`src/rtl/alu6_mul_seq.sv`:
```
// Unsigned shift-add multiplier sequencer that borrows an external ALU6 as its adder.
// One partial-product bit per cycle; the ALU carry-out becomes the top sum bit.
module alu6_mul_seq #(
  parameter int unsigned WIDTH  = 6,
  parameter logic [3:0]  ADD_OP = 4'b0010
) (
  input  logic                 clk,
  input  logic                 reset,
  input  logic                 req_valid,
  output logic                 req_ready,
  input  logic [WIDTH-1:0]     req_mcand,
  input  logic [WIDTH-1:0]     req_mplier,
  output logic                 resp_valid,
  input  logic                 resp_ready,
  output logic [2*WIDTH-1:0]   resp_product,
  output logic [WIDTH-1:0]     alu_a,
  output logic [WIDTH-1:0]     alu_b,
  output logic                 alu_carryin,
  output logic [3:0]           alu_op,
  input  logic [WIDTH-1:0]     alu_result,
  input  logic                 alu_carryout
);

  localparam int unsigned CNT_W = (WIDTH > 1) ? $clog2(WIDTH) : 1;
  localparam logic [CNT_W-1:0] LAST = CNT_W'(WIDTH - 1);

  typedef enum logic [1:0] {
    IDLE = 2'd0,
    CALC = 2'd1,
    DONE = 2'd2
  } state_t;

  state_t           r_state;
  state_t           w_next;
  logic [WIDTH-1:0] r_m;
  logic [WIDTH-1:0] r_acc;
  logic [WIDTH-1:0] r_q;
  logic [CNT_W-1:0] r_cnt;
  logic             w_accept;

  assign req_ready    = (r_state == IDLE) & ~reset;
  assign resp_valid   = (r_state == DONE);
  assign resp_product = {r_acc, r_q};
  assign alu_carryin  = 1'b0;
  assign alu_op       = ADD_OP;
  assign w_accept     = req_valid & req_ready;

  // Next-state decode and ALU operand drive
  always_comb begin
    w_next = r_state;
    alu_a  = '0;
    alu_b  = '0;
    unique case (r_state)
      IDLE: if (w_accept) w_next = CALC;
      CALC: begin
        alu_a = r_acc;
        alu_b = r_q[0] ? r_m : '0;
        if (r_cnt == LAST) w_next = DONE;
      end
      DONE: if (resp_ready) w_next = IDLE;
      default: w_next = IDLE;
    endcase
  end

  // State, operand and partial-product registers
  always_ff @(posedge clk) begin
    if (reset) begin
      r_state <= IDLE;
      r_m     <= '0;
      r_acc   <= '0;
      r_q     <= '0;
      r_cnt   <= '0;
    end else begin
      r_state <= w_next;
      if (w_accept) begin
        r_m   <= req_mcand;
        r_q   <= req_mplier;
        r_acc <= '0;
        r_cnt <= '0;
      end else if (r_state == CALC) begin
        // carry-out is the (WIDTH+1)th sum bit; the sum's LSB shifts into q
        {r_acc, r_q} <= {alu_carryout, alu_result, r_q[WIDTH-1:1]};
        r_cnt        <= r_cnt + 1'b1;
      end
    end
  end

endmodule

```
`config.mk`:
```
export PLATFORM = sky130hd
export DESIGN_NAME = alu6_mul_seq
export DESIGN_NICKNAME = d
export VERILOG_FILES = /design/src/rtl/alu6_mul_seq.sv
export SDC_FILE = /design/constraint.sdc
export NUM_CORES = 1
export LEC_CHECK = 0
export BUFFER_PORTS_ARGS = -buffer_cell sky130_fd_sc_hd__buf_2
export CORE_ASPECT_RATIO = 2
export CORE_MARGIN = 2
export CORE_UTILIZATION = 25
export CTS_CLUSTER_SIZE = 20
export DETAILED_ROUTE_END_ITERATION = 10
export HOLD_SLACK_MARGIN = 0.1
export PLACE_DENSITY_LB_ADDON = 0.08
export SETUP_SLACK_MARGIN = 0.5
export SYNTH_ARGS = -nofsm -noshare
export SYNTH_HDL_FRONTEND = slang
export SYNTH_SLANG_ARGS = --single-unit
```
`constraint.sdc`:
```
create_clock -name clk -period 2 [get_ports clk]
set_input_delay 0.2 -clock clk [delete_from_list [all_inputs] [get_ports clk]]
set_output_delay 0.2 -clock clk [all_outputs]
set_load 0.03 [all_outputs]
```
==> run summary, run 1 <==
Clock tree root driver cell: clkbuf_8
Hold Crit Class: in -> reg
CTS Buf Count: 3
Setup Viol. Count Final: 0
Final HPWL DP: 2070 um
Most frequent cells in the layout: 36 x buf_2, 24 x nand2_1, 21 x dfxtp_1
Cell count after synthesis: 128
Post-Syn Area: 0.00111 mm2
Pre-Repair DR Iteration Count: 4
Final slew viol count: 0
Number of I/O port buffers: 48
Worst skew pair latency: 0.27 ns
Status: completed
Tmin final: 1.47 ns
Die area: 0.00504 mm2
Share of the synthesized area in the top cell type: 41.3%
Largest net degree at the start of global routing: 19
Synth top area cells: dfxtp_1 41%, a311oi_2 8.1%, nand2_1 8.1%
Routed vias/inst: 4.40
Core Util, Final: 36.2%
Initial drt markers: 12
Sequential share of the synthesized area: 41.3%
RSZ-0062 raised after global routing: true
PD cells: 646 mW/mm2
TritonCTS sink count: 23
Total Nets Final: 207
Detailed-route wire length per cell: 12.3 um
Number of max-cap violations: 0
ANT cells: 0
Antenna violations before repair: 0
CTS tree: built
Warnings, synthesis: 0
Inst Count DP: 223
Row Count: 34
RePlAce Congestion: 0.662
Gr usage total: 11.9%
Fin Setup TNS: 0 ns
Critical path arrival: 1.27 ns
CP max FO: 8
Startpoint types: register
Fin. Hold Viols: 0
Die Span X: 51.2 um
Core Area: 0.00430 mm2
Residual overflow from global routing: 0
Max frequency: 0.679 GHz
ANT nets after route: 0
Starting Density: 25.9%
Fin cells: 235
Vias in the first global route: 1,043
Global-route wire length before repair: 4610 um
Drt total wl: 2890 um
Die height: 98.4 um
# DRC: 0
Max IR drop VDD: 406 uV
Clock transition at the registers of the reported paths: 0.09 ns
Share of layout cells above drive strength 1: 43.1%
Kind of critical path: reg -> out
Pleak: 0.760 nW
DR vias: 1,033
#FFs+latches synth: 23
Period utilization: 73.6%
Htree depth: 1
Clk_skew: 0.00332 ns
Synth area leader: dfxtp_1
IO Count: 54
Layout fillers: 460
CP endpoint kind: primary output
CP required: 1.80 ns
Layout area overhead: 39.7%
Library cells used by synthesis: 29
Most common cell after layout, fill and taps aside: buf_2
CTS max path bufs: 2
Mean area per synthesized cell: 8.70 um2
==> registers in the layout, summed over array words and instances, names as in the netlist <==
register and count:
r_acc 6, r_q 6, r_cnt 3, r_m 6, r_state 2
==> synthesized netlist by cell type <==
master	instances
a211oi_1	1
a21o_1	1
a21oi_1	6
a311oi_2	6
a32oi_1	1
and2_1	6
and2b_1	1
and3_1	6
buf_12	1
buf_2	1
buf_4	5
buf_6	2
clkbuf_1	5
conb_1	2
dfxtp_1	23
ha_1	2
inv_1	2
mux2i_1	6
nand2_1	24
nand3_1	1
nand3b_1	1
nor2_1	17
nor2b_1	1
nor3_1	2
o21ai_0	1
or2b_1	1
or4b_1	1
xnor2_1	1
xor2_1	1
==> through the flow <==
stage / instance area [um2] / power [mW] / setup slack [ns] / hold WS, ns
after floorplan: 1130 / 0.648 / 0.526 / 0.336
after global placement: 1370 / 0.695 / 0.551 / 0.435
after detailed placement: 1370 / 0.696 / 0.541 / 0.445
after CTS: 1480 / 0.998 / 0.513 / 0.161
after global routing: 1560 / 1.05 / 0.461 / 0.167
final: 1560 / 1.01 / 0.528 / 0.159
==> kinds of logic after synthesis <==
group / share of synthesized area [%]
adder cells (fa/ha/maj): 2.25
multiplexers: 5.39
AO/OA/AOI/OAI: 13.4
other: 0.674
buffers and inverters: 10.0
flip-flops: 41.3
AND/OR/NAND/NOR: 25.4
XOR/XNOR: 1.57
==> per-layer routing <==
metal | track usage (%) | vias up | share of wire (%)
li1 | - | 519 | -
met1 | 12.4 | 468 | 40
met2 | 22.3 | 41 | 52
met3 | 1.83 | 5 | 6.3
met4 | 4.99 | 0 | 1.8
met5 | 0 | - | 0
==> critical path, cell delays in order, from the launching register on <==
cell	delay (ns)
dfxtp_4	0.38
nor2b_4	0.17
buf_6	0.13
and3_2	0.19
buf_6	0.13
==> area by class of cell <==
class / count / area, um2 / share of cell area (%)
Inverter: 2 / 7.51 / 0.483
Tap cell: 54 / 67.6 / 4.34
Multi-Input combinational cell: 92 / 572 / 36.8
Sequential cell: 23 / 465 / 29.9
Clock buffer: 4 / 45.0 / 2.90
Timing Repair Buffer: 60 / 398 / 25.6
==> path summary, 6_finish.rpt <==
check / slack [ns] / endpoint / from / depth (start not counted)
worst min-delay path: 0.16 / r_acc[3] / alu_result[4] / 3
worst min register to register: 0.47 / r_acc[2] / r_acc[2] / 2
worst max-delay path: 0.53 / alu_b[2] / r_state[0] / 4
worst max register to register: 0.58 / r_q[1] / r_state[0] / 4
==> what timing repair did <==
item / 4_1_cts / 5_1_grt
setup endpoints to repair: 12 / 24
hold buffers: 0 / 0
pin swaps: 0 / 0
cloned: 0 / 0
setup buffers: 2 / 6
gates resized for setup: 18 / 9
==> power by group <==
group	internal (mW)	leakage (nW)	switching, mW
registers	0.481	0.189	0.0186
clock network	0.142	0.0228	0.156
logic	0.0851	0.548	0.122
(Power assumes the default switching activity.)
==> run 2: changes to the inputs <==
- ABC_AREA: unset -> 1
- clock period: 2 -> 1.5 ns (I/O delays scaled with it)
==> run 2 against run 1 <==
  * Clock power rose by 31%
  * Routed wire length rose by 31%
  * Total power rose by 58%
  * Sequential power rose by 35%
  * Clock skew rose by 0.0018 ns
  * Critical path type unchanged
  * Largest cell class unchanged
==> run summary, run 2 <==
Status: completed
Antenna violations before repair: 0 (unchanged)
Clk_skew: 0.00513 ns (+0.00181 ns)
Mean area per synthesized cell: 6.94 um2 (-20%)
Pre-Repair DR Iteration Count: 4 (unchanged)
Crit. Startpoint: r_state[0]
Die Span X: 53.3 um (+4.1%)
Ys async rst share: 0% (unchanged)
Number of max-cap violations: 0 (unchanged)
Worst R2R Setup Slack: 0.18 ns (-0.40 ns)
Total Nets Final: 273 (+32%)
Tmin final: 1.39 ns
Vias in the first global route: 1,220 (+17%)
CP required: 1.35 ns (-0.45 ns)
CP max FO: 5 (-3)
Top flop regs: r_acc x6, r_m x6, r_q x6
CP endpoint kind: primary output
Setup Viol. Count Final: 0 (unchanged)
Most common cell after layout, fill and taps aside: nand2_1
#FFs+latches synth: 23 (unchanged)
Startpoint types: register
Hold Crit Class: in -> reg
R2r startpoint: r_state[0]
Layout fillers: 486 (+5.7%)
Drt total wl: 3790 um (+31%)
R2r worst-path depth: 9 (+5)
DR vias: 1,320 (+28%)
IO Count: 54 (unchanged)
Die area: 0.00547 mm2 (+8.6%)
Layout area overhead: 90.7%
Post-synth EDFFs: 0 (unchanged)
Fin. Hold Viols: 0 (unchanged)
Routed vias/inst: 4.37 (-0.57%)
Top_reg_cell synth: dfxtp_1
ANT cells: 0 (unchanged)
Largest net degree at the start of global routing: 14 (-5)
Row Count: 35 (+2.9%)
Core Area: 0.00464 mm2 (+8.0%)
CTS Buf Count: 3 (unchanged)
Sequential share of the synthesized area: 37.9% (-3.4 points)
Library cells used by synthesis: 24 (-17%)
Share of layout cells above drive strength 1: 67.6% (+25 points)
Period utilization: 92.4%
TritonCTS sink count: 23 (unchanged)
Cell count after synthesis: 175 (+37%)
Max IR drop VDD: 469 uV (+15%)
Residual overflow from global routing: 0 (unchanged)
# DRC: 0 (unchanged)
Pleak: 1.01 nW (+33%)
Kind of critical path: reg -> out
Fin Setup TNS: 0 ns (unchanged)
Htree depth: 1 (unchanged)
Clock transition at the registers of the reported paths: 0.09 ns (about the same)
Worst skew pair latency: 0.27 ns (about the same)
Core Util, Final: 49.9% (+14 points)
Synth area leader: dfxtp_1
Final HPWL DP: 2550 um (+23%)
Top post-synthesis cells by count: 47 x nand2_1, 23 x dfxtp_1, 16 x nor2_1
Global-route wire length before repair: 5620 um (+22%)
Max frequency: 0.722 GHz
Synth top area cells: dfxtp_1 38%, nand2_1 15%, nand3_1 4.9%
RePlAce Congestion: 0.709 (+7.0%)
Number of I/O port buffers: 48 (unchanged)
Final slew viol count: 0 (unchanged)
CTS tree: built
Warnings, synthesis: 0 (unchanged)
Initial drt markers: 5 (-7)
Clock tree root driver cell: clkbuf_8
Gr usage total: 13.8% (+2.0 points)
Critical path arrival: 1.24 ns (-0.03 ns)
Post-Syn Area: 0.00121 mm2 (+9.1%)
Worst setup path endpoint: alu_b[0]
Top-count cell post-synth: nand2_1
Starting Density: 26.2% (+0.26 points)
RSZ-0062 raised after global routing: true
CTS max path bufs: 2 (unchanged)
Die height: 103 um (+4.3%)
Reg2reg end: r_q[4]
PD cells: 687 mW/mm2 (+6.3%)
CTS Hold Buffers Added: 0 (unchanged)
Share of the synthesized area in the top cell type: 37.9% (-3.4 points)
Detailed-route wire length per cell: 12.5 um (+2.1%)
Most frequent cells in the layout: 30 x nand2_1, 28 x buf_2, 26 x buf_6
ANT nets after route: 0 (unchanged)
==> run 2: cell types whose count changed in the layout (fill, tap and decap cells not counted), moves of 8 or more <==
cell	change
a21oi_2	+12
buf_6	+18
nor2_4	+16
inv_2	+8
nor2_1	-15
nand3_2	+11
buf_2	-8
inv_1	+11
nand2_2	+15
==> run 2: kinds of logic (layout without fill, tap and decap cells) <==
group	Yosys count	count (layout)	synth area share, %
fa+ha+maj	2	2	2.06
other cells	2	5	0.618
flops	23	23	37.9
compound gates	21	21	10.7
xor+xnor	2	2	1.44
buf+inv	38	107	15.3
simple gates	87	87	31.9
==> run 2: per-stage QoR <==
step	area (um2)	instances	total power, mW	setup slack, ns	hold WS [ns]
2_1_floorplan	1400	178	0.943	0.388	0.219
3_3_place_gp	1680	278	1.03	0.259	0.428
3_5_place_dp	1680	278	1.03	0.235	0.424
4_1_cts	2130	295	1.55	0.115	0.125
5_1_grt	2320	302	1.67	0.0657	0.123
6_report	2320	302	1.59	0.115	0.128
==> run 2: power by group <==
group	total (mW)	switching [mW]	internal, mW	leakage [nW]
combinational	0.527	0.282	0.246	0.794
sequential	0.673	0.0305	0.643	0.192
clock	0.392	0.207	0.186	0.0255
==> run 2: timing repair <==
item	4_1_cts	5_1_grt
setup buffers	10	6
gates resized for setup	70	34
setup endpoints to repair	43	41
cloned	3	1
pin swaps	7	15
hold endpoints to repair	0	0
==> run 2: per-layer routing <==
layer	track usage (%)	vias to the layer above	share of wire [%]
met2	26.5	36	60
met5	0	-	0
met3	1.45	4	4.1
met4	4.73	0	1.0
li1	-	678	-
met1	14.8	602	35
==> run 2: how the worst min path moves through the flow <==
stage	from	endpoint	slack (ns)	cells after the start
3_5_place_dp	req_mcand[0]	r_m[0]	0.42	3
6_report	req_mcand[2]	r_m[2]	0.13	3
3_3_place_gp	req_mcand[4]	r_m[4]	0.43	3
4_1_cts	req_mcand[0]	r_m[0]	0.12	3
5_1_grt	req_mcand[4]	r_m[4]	0.12	3
2_1_floorplan	reset	r_m[0]	0.22	1
==> run 2: critical path, cell delays in order, from the launching register on <==
cell     delay (ns)
dfxtp_4        0.38
inv_4          0.04
nor2_4         0.11
inv_4          0.07
buf_12         0.14
nor2_4         0.10
buf_6          0.13
==> run 2: final cells by class <==
class / count / area, um2 / area share [%]
flip-flops and latches: 23 / 478 / 20.6
well taps: 55 / 68.8 / 2.97
clock inverters: 1 / 5.00 / 0.216
inverters: 25 / 104 / 4.48
clock buffers: 3 / 41.3 / 1.78
repair buffers: 78 / 748 / 32.3
multi-input cells: 117 / 872 / 37.6
==> run 3: changes to the inputs <==
- clock period: 1.5 -> 1.45 ns (I/O delays scaled with it)
==> run 3 against run 2 <==
  * Core utilization down 3.7 points
  * Critical path type unchanged
  * First-iteration DRC count grew to 2.8 times the previous value
  * Via count down 1.5%
  * Cell count is 1.7% lower
  * Worst hold slack better by 0.0073 ns
  * Critical path depth fell by 2
  * Non-clock buffer count decreased by 6
==> run summary, run 3 (synthesis gave the netlist of run 2 again) <==
Most common cell after layout, fill and taps aside: nand2_1
Layout fillers: 480 (-1.2%)
Pre-Repair DR Iteration Count: 3 (-1)
Number of I/O port buffers: 48 (unchanged)
PD cells: 739 mW/mm2 (+7.5%)
CTS max path bufs: 2 (unchanged)
CTS Buf Count: 3 (unchanged)
Fin. Hold Viols: 0 (unchanged)
CTS Hold Buffers Added: 0 (unchanged)
Max frequency: 0.741 GHz
Final Instance Area: 0.00215 mm2 (-7.3%)
Fin Setup TNS: 0 ns (unchanged)
Setup Viol. Count Final: 0 (unchanged)
DP Area: 0.00167 mm2 (-0.45%)
Startpoint types: register
Clock tree root driver cell: clkbuf_8
Detailed-route wire length per cell: 11.6 um (-7.8%)
Inst Count DP: 278 (unchanged)
Initial drt markers: 14 (+9)
Clock transition at the registers of the reported paths: 0.09 ns (about the same)
Tmin final: 1.35 ns
Largest net degree at the start of global routing: 13 (-1)
Max IR drop VDD: 492 uV (+5.0%)
Number of max-cap violations: 0 (unchanged)
Clk_skew: 0.00431 ns (-0.000818 ns)
CTS tree: built
Row Count: 35 (unchanged)
IO Count: 54 (unchanged)
Residual overflow from global routing: 0 (unchanged)
Total Nets Final: 268 (-1.8%)
ANT nets after route: 0 (unchanged)
Vias in the first global route: 1,254 (+2.8%)
Die height: 103 um (unchanged)
Max stage delay on crit path: 0.35 ns (-0.03 ns)
Routed vias/inst: 4.38 (+0.14%)
# DRC: 0 (unchanged)
Final slew viol count: 0 (unchanged)
RSZ-0062 raised after global routing: true
Core Util, Final: 46.3% (-3.7 points)
Worst setup margin: 0.0999 ns (-0.0147 ns)
TritonCTS sink count: 23 (unchanged)
CP endpoint kind: primary output
DR vias: 1,300 (-1.5%)
Fin cells: 297 (-1.7%)
Starting Density: 26.2% (unchanged)
Worst skew pair latency: 0.27 ns (about the same)
Pleak: 0.957 nW (-5.4%)
Final HPWL DP: 2450 um (-3.9%)
Final Total Pwr: 1.59 mW (-0.40%)
ANT cells: 0 (unchanged)
CP required: 1.31 ns (-0.04 ns)
Antenna violations before repair: 0 (unchanged)
Most frequent cells in the layout: 31 x nand2_1, 27 x buf_6, 23 x buf_2
Hold Crit Class: in -> reg
Die Span X: 53.3 um (unchanged)
Kind of critical path: reg -> out
Pre-CTS setup slack: 0.149 ns (-0.0863 ns)
Share of layout cells above drive strength 1: 58.3% (-9.3 points)
Core Area: 0.00464 mm2 (unchanged)
Hold_ws: 0.135 ns (+0.00728 ns)
Gr usage total: 13.5% (-0.28 points)
Top flop regs: r_acc x6, r_m x6, r_q x6
Htree depth: 1 (unchanged)
CP max FO: 3 (-2)
Status: completed
Critical path arrival: 1.21 ns (-0.03 ns)
RePlAce Congestion: 0.729 (+2.8%)
Die area: 0.00547 mm2 (unchanged)
Layout area overhead: 76.7%
Global-route wire length before repair: 5540 um (-1.4%)
Worst Path Buf+Inv: 3 (-1)
CP max-delay cell: dfxtp_4
Crit-path cells: buf_4 -> buf_12 -> nor3_4 -> buf_6
Delay-heaviest family, CP: buffers and inverters
Drt total wl: 3440 um (-9.3%)
Period utilization: 93.1%
run 3: worst register-to-register path: cells and delay by family (launching register included):
family	cells	cell delay (ns)
compound gates	1	0.05
buf+inv	3	0.44
flops	1	0.35
simple gates	3	0.35
run 3: what timing repair did:
action	CTS	global route
endpoints found under the setup margin	45	45
resized for setup	65	19
pin swaps	13	4
setup buffers	9	3
gates cloned	3	0
run 3: cell type report:
cell class,instances,area (um2),area share (%)
inverter,25,104,4.84
timing repair buffer,72,662,30.8
clock buffer,4,45.0,2.10
sequential,23,478,22.3
tap,55,68.8,3.21
multi-input combinational,118,790,36.8
run 3: layer usage:
metal	part of all wire, %	GRT usage, %	wire length [um]
met3	4.9	1.88	169
met4	2.0	5.52	68
met1	37	14.1	1290
met2	56	25.6	1910
met5	0	0	0
run 3: power by group:
group	switching, mW	leakage [nW]	internal, mW
clock	0.213	0.0228	0.196
combinational	0.267	0.742	0.216
sequential	0.0285	0.192	0.665
total	0.509	0.957	1.08
run 3: final timing paths:
check | to | from | cells after the start | slack [ns]
worst max-delay path | req_ready | r_state[0] | 4 | 0.1
worst min-delay path | r_m[5] | req_mcand[5] | 3 | 0.14
worst max register to register | r_m[2] | r_state[0] | 7 | 0.14
worst min register to register | r_m[1] | r_m[1] | 2 | 0.47
